$ cat config.mk
export PLATFORM = sky130hd
export DESIGN_NAME = therm2bin_pipe
export DESIGN_NICKNAME = d
export VERILOG_FILES = /design/src/rtl/therm_pkg.sv /design/src/rtl/therm_bubble_fix.sv /design/src/rtl/therm2bin_pipe.sv
export SDC_FILE = /design/constraint.sdc
export NUM_CORES = 1
export LEC_CHECK = 0
export ABC_AREA = 1
export CAP_MARGIN = 20
export CELL_PAD_IN_SITES_DETAIL_PLACEMENT = 1
export CELL_PAD_IN_SITES_GLOBAL_PLACEMENT = 1
export CORE_ASPECT_RATIO = 1.75
export CORE_MARGIN = 2
export CORE_UTILIZATION = 43
export DETAILED_ROUTE_END_ITERATION = 7
export GPL_TIMING_DRIVEN = 0
export PLACE_DENSITY_LB_ADDON = 0.15
export SLEW_MARGIN = 5
export SYNTH_ARGS = -nofsm -noshare
export SYNTH_HDL_FRONTEND = slang
export SYNTH_HIERARCHICAL = 1
export SYNTH_SLANG_ARGS = --single-unit
$ cat constraint.sdc
create_clock -name clk -period 6.4 [get_ports clk]
set_input_delay 0.96 -clock clk [delete_from_list [all_inputs] [get_ports clk]]
set_output_delay 0.96 -clock clk [all_outputs]
set_load 0.005 [all_outputs]
$ cat src/rtl/therm_pkg.sv
// Shared helpers for the thermometer/binary conversion blocks (bin2therm, therm2bin_pipe).
package therm_pkg;

  localparam int unsigned MAX_N_BIT = 8;
  localparam int unsigned MAX_TH    = 2**MAX_N_BIT - 1;

  // Thermometer width for an n-bit code.
  function automatic int unsigned n_th(input int unsigned n);
    return (2**n) - 1;
  endfunction

  // Callers zero-extend their N_TH-wide word and truncate the result to N_BIT.
  function automatic int unsigned popcount(input logic [MAX_TH-1:0] v);
    int unsigned c;
    c = 0;
    for (int i = 0; i < MAX_TH; i++) begin
      c = c + int'(v[i]);
    end
    return c;
  endfunction

endpackage

$ cat src/rtl/therm_bubble_fix.sv
// Single-bubble correction: 3-input majority per bit, plus a flag for any non-thermometer input.
module therm_bubble_fix #(
  parameter int unsigned N_TH = 31
) (
  input  logic [N_TH-1:0] raw,
  output logic [N_TH-1:0] corr,
  output logic            err
);

  // ext[0] stands for t[-1]=1 and ext[N_TH+1] for t[N_TH]=0.
  logic [N_TH+1:0] ext;

  always_comb begin
    ext  = {1'b0, raw, 1'b1};
    corr = '0;
    for (int i = 0; i < N_TH; i++) begin
      corr[i] = (ext[i] & ext[i+1]) | (ext[i] & ext[i+2]) | (ext[i+1] & ext[i+2]);
    end
    // corr is a thermometer iff corr+1 is a power of two (all-ones wraps to zero).
    err = (raw != corr) || ((corr & (corr + N_TH'(1))) != '0);
  end

endmodule

$ cat src/rtl/therm2bin_pipe.sv
// Two-stage thermometer-to-binary decoder with valid/ready flow control and a bubble counter.
module therm2bin_pipe
  import therm_pkg::*;
#(
  parameter int unsigned N_BIT = 5,
  parameter int unsigned CNT_W = 8
) (
  input  logic                     clk,
  input  logic                     rstb,
  input  logic                     in_valid,
  output logic                     in_ready,
  input  logic [n_th(N_BIT)-1:0]   in_therm,
  output logic                     out_valid,
  input  logic                     out_ready,
  output logic [N_BIT-1:0]         out_code,
  output logic                     out_err,
  input  logic                     clr_cnt,
  output logic [CNT_W-1:0]         err_cnt
);

  localparam int unsigned      N_TH    = n_th(N_BIT);
  localparam logic [CNT_W-1:0] CNT_MAX = '1;

  logic            s1_valid_q;
  logic [N_TH-1:0] s1_corr_q;
  logic            s1_err_q;
  logic            out_valid_q;
  logic [N_BIT-1:0] out_code_q;
  logic            out_err_q;
  logic [CNT_W-1:0] err_cnt_q, err_cnt_d;

  logic [N_TH-1:0] fix_corr;
  logic            fix_err;
  logic            s1_load, s2_load;
  logic [N_BIT-1:0] code_d;

  therm_bubble_fix #(
    .N_TH (N_TH)
  ) u_fix (
    .raw  (in_therm),
    .corr (fix_corr),
    .err  (fix_err)
  );

  // No skid buffer: in_ready is combinational from out_ready through s2_load.
  always_comb begin
    s2_load  = !out_valid_q || out_ready;
    s1_load  = !s1_valid_q || s2_load;
    in_ready = s1_load;
    code_d   = N_BIT'(popcount(MAX_TH'(s1_corr_q)));
  end

  always_comb begin
    err_cnt_d = err_cnt_q;
    if (clr_cnt) begin
      err_cnt_d = '0;
    end else if (out_valid_q && out_ready && out_err_q && (err_cnt_q != CNT_MAX)) begin
      err_cnt_d = err_cnt_q + CNT_W'(1);
    end
  end

  always_ff @(posedge clk or negedge rstb) begin
    if (!rstb) begin
      s1_valid_q <= 1'b0;
      s1_corr_q  <= '0;
      s1_err_q   <= 1'b0;
    end else if (s1_load) begin
      s1_valid_q <= in_valid;
      if (in_valid) begin
        s1_corr_q <= fix_corr;
        s1_err_q  <= fix_err;
      end
    end
  end

  always_ff @(posedge clk or negedge rstb) begin
    if (!rstb) begin
      out_valid_q <= 1'b0;
      out_code_q  <= '0;
      out_err_q   <= 1'b0;
    end else if (s2_load) begin
      out_valid_q <= s1_valid_q;
      if (s1_valid_q) begin
        out_code_q <= code_d;
        out_err_q  <= s1_err_q;
      end
    end
  end

  always_ff @(posedge clk or negedge rstb) begin
    if (!rstb) begin
      err_cnt_q <= '0;
    end else begin
      err_cnt_q <= err_cnt_d;
    end
  end

  assign out_valid = out_valid_q;
  assign out_code  = out_code_q;
  assign out_err   = out_err_q;
  assign err_cnt   = err_cnt_q;

endmodule
=== Word level (Yosys, flattened, before mapping) ===
Index checks and enable logic that the tools add are counted.

* Bitwise gates (word level): 120
* Reductions and logical operators: 12
* Add/sub/neg operators: 32
* Mux-type cells: 2
* Equal/unequal tests: 2

{| class="wikitable"
|+ Operators with widths
! cell !! number
|-
| $add A5 B1 Y5 || 26
|-
| $or A1 B1 Y1 || 60
|-
| $and A1 B1 Y1 || 59
|-
| $add A31 B1 Y31 const B || 1
|-
| $and A31 B31 Y31 || 1
|-
| $ne A31 B31 Y1 || 1
|-
| $reduce_bool A31 Y1 || 1
|-
| $mux W8 || 2
|-
| $add A8 B1 Y8 const B || 1
|-
| $ne A8 B8 Y1 const B || 1
|-
| $add A4 B1 Y5 || 1
|-
| $add A3 B1 Y4 || 1
|-
| $reduce_and A2 Y1 || 2
|-
| $add A2 B1 Y3 || 1
|-
| $logic_and A1 B1 Y1 || 3
|-
| $logic_or A1 B1 Y1 || 3
|-
| $add A1 B1 Y2 || 1
|-
| $logic_not A1 Y1 || 2
|-
| $reduce_bool A2 Y1 || 1
|}

* Logic and storage cells: 175
* Register bits after elaboration: 48
* Output and inout bits: 16

=== Logic depth before layout (Yosys ltp) ===
* Depth in word-level cells: 30
* Depth in mapped cells: 16
* Mapped depth without buffers: 16

=== Hierarchy ===
Netlist, hierarchy kept.

{| class="wikitable"
|+ By module, submodules not included
! module !! times used !! cells an instance !! sequential area each (um^2) !! area each (um^2)
|-
| therm2bin_pipe || 1 || 302 || 1201.2 || 2730.1
|-
| therm_bubble_fix || 1 || 414 || 0.0 || 1760.4
|}

=== Least setup slack after synthesis ===
OpenSTA, ideal clock, no wires.

* Path type: flip-flop to flip-flop
* Start: register s1_corr_q[0]
* End: register out_code_q[1] (netlist: out_code[1])
* Data arrival time: 4.289 ns
* Stages on the path, launching flop included: 13
* Path buffers: 0
* Period minus slack after synthesis: 4.406 ns
* Setup slack: 1.994 ns
* Path through: dfrtp_1 -> fa_1 -> inv_1 -> fa_1 -> fa_1 -> fa_1 -> fa_1 -> fa_1 -> fa_1 -> inv_1 -> fa_1 -> nand2_1 -> nand2_1

* Cells in the longest elaborated chain, start to end: 30

{| class="wikitable"
|+ Ends and longest elaborated chain
! item !! RTL line !! source
|-
| start: declaration || therm2bin_pipe.sv:25 || <nowiki>logic [N_TH-1:0] s1_corr_q;</nowiki>
|-
| start signal: assignment || therm2bin_pipe.sv:70 || <nowiki>s1_corr_q <= fix_corr;</nowiki>
|-
| $add A1 B1 Y2 || therm_pkg.sv:17 || <nowiki>c = c + int'(v[i]);</nowiki>
|-
| $add A2 B1 Y3 || therm_pkg.sv:17 ||
|-
| $add A3 B1 Y4 || therm_pkg.sv:17 ||
|-
| $add A4 B1 Y5 || therm_pkg.sv:17 ||
|-
| $add A5 B1 Y5 (26 in a row) || therm_pkg.sv:17 ||
|-
| via code_d[1] || therm2bin_pipe.sv:35 || <nowiki>logic [N_BIT-1:0] code_d;</nowiki>
|-
| end signal: assignment || therm2bin_pipe.sv:84 || <nowiki>out_code_q <= code_d;</nowiki>
|-
| end: declaration || therm2bin_pipe.sv:28 || <nowiki>logic [N_BIT-1:0] out_code_q;</nowiki>
|}

The timed path passes the listed nets, and every way through them passes these cells.
A chain may end at the register's enable or synchronous reset.

=== Worst setup path in the final report ===
* Start: register s1_corr_q[0]
* End: register out_code_q[4] (netlist: out_code[4])

* Cells in the longest elaborated chain, start to end: 30

{| class="wikitable"
|+ Ends and longest elaborated chain
! item !! RTL line
|-
| $add A1 B1 Y2 || therm_pkg.sv:17
|-
| $add A2 B1 Y3 || therm_pkg.sv:17
|-
| $add A3 B1 Y4 || therm_pkg.sv:17
|-
| $add A4 B1 Y5 || therm_pkg.sv:17
|-
| $add A5 B1 Y5 (26 in a row) || therm_pkg.sv:17
|}

Every way passes these cells.

==> run_results.csv <==
group,metric,value,unit
run_status,status,"finished, final reports clean",
timing,worst_slack,1.65,ns
timing,whs,0.492,ns
finish,syn2layout_area_growth,18.2,%
power_and_ir_drop,power_frac_seq,15.1,%
finish,num-nets-final,840,
clock_network,clockBufferDepth,2,
yosys,synth_cell_type_count,29,
placed_design,gp_congestion,0.875,
timing,slew_viol_final,0,
clock_network,ctsResizeCount,0,
worst_setup_path,worst-path-buf-inv,2,
timing,relSlewSlack,70.6,%
yosys,syn_inst,716,
yosys,syn_avg_cell_area,6.27,um2
timing,finalSetupViolations,0,
yosys,ys_seq_area_share,26.7,%
yosys,syn_nets,783,
floorplan,die_h,139,um
timing,finalHoldViolCount,0,
grt,use_met3,1.43,%
timing,fin_skew,0.00284,ns
clock_network,cts_tree,"done",
grt,grt_pass1_wl,22.5,mm
worst_setup_path,start_kind,"flop",
routing,drc,0,
worst_setup_path,crit_type,"reg2reg",
grt,track_usage,25.5,%
grt,globalRouteOverflowTotal,0,
worst_setup_path,cp-end-kind,"flop",
yosys,async_flop_share,100,%
finish,drive_gt1_share,8.66,%
power_and_ir_drop,clock_power_share,10.6,%
placed_design,dp_slack,1.66,ns
power_and_ir_drop,leakage,2.87,nW
routing,via_count,4626,
worst_setup_path,cp_top_family,"adder cells",
floorplan,num_io_pins,52,
yosys,synthesis.area,0.00449,mm2
power_and_ir_drop,switchingPower,1.27,mW
placed_design,dpl.hpwl,11.5,mm
floorplan,die_w,81.3,um
yosys,synth_top_flop_cell,"dfrtp_1",
power_and_ir_drop,p_comb_share,74.3,%
grt,met1_usage,23.9,%
floorplan,die-area,0.0113,mm2
routing,wirelength,13.5,mm
finish,final_area,0.00531,mm2
clock_network,path_clk_slew,0.07,ns
power_and_ir_drop,internal_power,1.34,mW
grt,antenna_found_initial,0,
routing,ant_nets,0,
routing,first_pass_iters,4,
timing,worstMarginPinSlew,0.442,ns
worst_setup_path,slowest_stage,"fa_1",
floorplan,coreArea,0.0102,mm2
clock_network,root_buffer,"clkbuf_16",
timing,tns,0,ns
grt,grt_max_degree,32,
grt,use_met2,52.7,%
grt,first_global_vias,5002,
clock_network,post_cts_buffers,0,
timing,clock.fmax,211,MHz
placed_design,io_buffers,49,
power_and_ir_drop,p_per_area,492,mW/mm2
clock_network,clock_latency,0.29,ns
power_and_ir_drop,ir_worst_vdd,0.000620,V
placed_design,place_area,0.00515,mm2
timing,period_minus_slack,4.75,ns
grt,grt.busiest_layer,"met2",
floorplan,initial_core_util,43.9,%
routing,avgViaCountPerCell,5.13,
yosys,ys_seq_elements,48,
clock_network,cts_sinks,48,
worst_setup_path,worst_path_largest_cell_delay,0.58,ns
power_and_ir_drop,netSwitchingFraction,48.8,%
routing,drt-initial-drc-count,99,
worst_setup_path,crit_chain,"fa_1 > inv_1 > fa_1 > fa_1 > fa_1 > fa_1 > fa_1 > fa_1 > inv_1 > fa_1 > nand3_1 > nand2_1 > nand2_1 > nand3_1 > nand2_1",
hold_path,min_path_type,"reg2reg",
timing,fin_crit_sh,74.2,%
worst_setup_path,critPathRequiredTime,6.59,ns
finish,antenna_cells,0,
worst_setup_path,critical_path_peak_fanout,2,
routing,wl_per_cell,15.0,um
timing,rsz0062_at_grt,"false",
clock_network,cts_hold_buffers,0,
clock_network,cts_buffers,5,
clock_network,htree_levels,2,
worst_setup_path,cpMostUsedCell,"fa_1",
worst_setup_path,arrival,4.94,ns
floorplan,num_rows,49,
run,cap_violations,0,
yosys,yosysWarningCount,6,
yosys,synth-edff-count,0,
[per-layer routing]
layer  wire length, um  up-vias
met5                 0        -
met4               505        0
met3               198       26
met2              8120       63
met1              4660     2239
li1                  -     2298
[kinds of logic (layout without fill, tap and decap cells)]
group / count (synthesis) / in the layout / synth area share (%)
adders and majority gates: 31 / 31 / 12.5
AOI/OAI and AO/OA: 68 / 68 / 7.77
and+or+nand+nor: 438 / 438 / 41.3
buffers and inverters: 130 / 188 / 11.5
DFF: 48 / 48 / 26.7
xor gates and xnor gates: 1 / 1 / 0.195
[stage by stage]
stage / utilization [%] / std cells / total power, mW
floorplan: - / 716 / 1.79
global placement: 50.2 / 892 / 2.17
detailed placement: 50.3 / 893 / 2.34
CTS: 51.9 / 901 / 2.66
global route: 51.9 / 901 / 2.96
finish: 51.9 / 901 / 2.61
[cell usage in the layout, fill, tap and decap left out, types with 3 or more instances in the layout]
| cell type | count |
|---|---|
| o21ai_0 | 26 |
| inv_2 | 14 |
| nor2_4 | 3 |
| ha_1 | 8 |
| nand2_1 | 260 |
| o21ai_1 | 6 |
| a21oi_1 | 33 |
| dfrtp_1 | 48 |
| nand4_1 | 4 |
| fa_1 | 23 |
| inv_1 | 106 |
| nor2_1 | 79 |
| nand3_1 | 56 |
| clkdlybuf4s50_1 | 48 |
| nand3_2 | 5 |
| buf_2 | 4 |
| clkbuf_16 | 5 |
| nand2_2 | 15 |
| nor2_2 | 10 |
[worst reg2reg max path, stage by stage, from the launching register on]
cell and delay (ns):
dfrtp_1 0.40, fa_1 0.54, inv_1 0.07, fa_1 0.56, fa_1 0.46, fa_1 0.50
fa_1 0.58, fa_1 0.44, fa_1 0.38, inv_1 0.10, fa_1 0.23, nand3_1 0.13
nand2_1 0.11, nand2_1 0.05, nand3_1 0.06, nand2_1 0.05
[power by group through the flow]
stage | registers [mW] | logic, mW | clock network [mW]
after floorplan | 0.397 | 1.40 | 0
after global placement | 0.396 | 1.77 | 0
after detailed placement | 0.401 | 1.94 | 0
after CTS | 0.396 | 1.99 | 0.280
after global routing | 0.401 | 2.27 | 0.291
final | 0.395 | 1.94 | 0.276
[cells in the mapped netlist, types with 2 or more instances]
master    number  area share, %
a21boi_0       2           0.33
a21oi_1       33            3.7
buf_2          3           0.33
buf_4          2           0.33
buf_6          2           0.50
dfrtp_1       48             27
fa_1          23             10
ha_1           8            2.2
inv_1        106            8.9
inv_2         14            1.2
nand2_1      260             22
nand2_2       15            2.1
nand3_1       56            6.2
nand3_2        5            1.1
nand3b_1       2           0.33
nand4_1        4           0.56
nor2_1        79            6.6
nor2_2        10            1.4
nor2_4         3           0.75
nor3_1         2           0.22
o21ai_0       26            2.9
o21ai_1        6           0.67
[final cells by class]
type	count	area, um2
buffer	9	61.3
clock buffer	6	139
clock inverter	2	15.0
fill	1409	4930
inverter	121	454
multi-input combinational	538	2770
sequential	48	1200
tap	127	159
timing repair buffer	50	505
[worst paths after layout]
check,cells after the start,endpoint,from,slack [ns]
hold reg to reg,2,out_code[1]$_DFFE_PN0P_,out_code[1]$_DFFE_PN0P_,0.49
setup reg to reg,15,out_code[4]$_DFFE_PN0P_,s1_corr_q[0]$_DFFE_PN0P_,1.65
hold / removal,2,out_code[1]$_DFFE_PN0P_,out_code[1]$_DFFE_PN0P_,0.49
max in group asynchronous,2,s1_corr_q[23]$_DFFE_PN0P_,rstb,5.28
setup / recovery,15,out_code[4]$_DFFE_PN0P_,s1_corr_q[0]$_DFFE_PN0P_,1.65
min in group asynchronous,1,s1_corr_q[6]$_DFFE_PN0P_,rstb,0.60
[registers in the layout (all words and copies together), names as in the netlist]
signal and cells:
err_cnt 8, out_err 1, s1_valid_q 1, out_code 5, s1_corr_q 31, s1_err_q 1, out_valid 1
(Power assumes the default switching activity.)
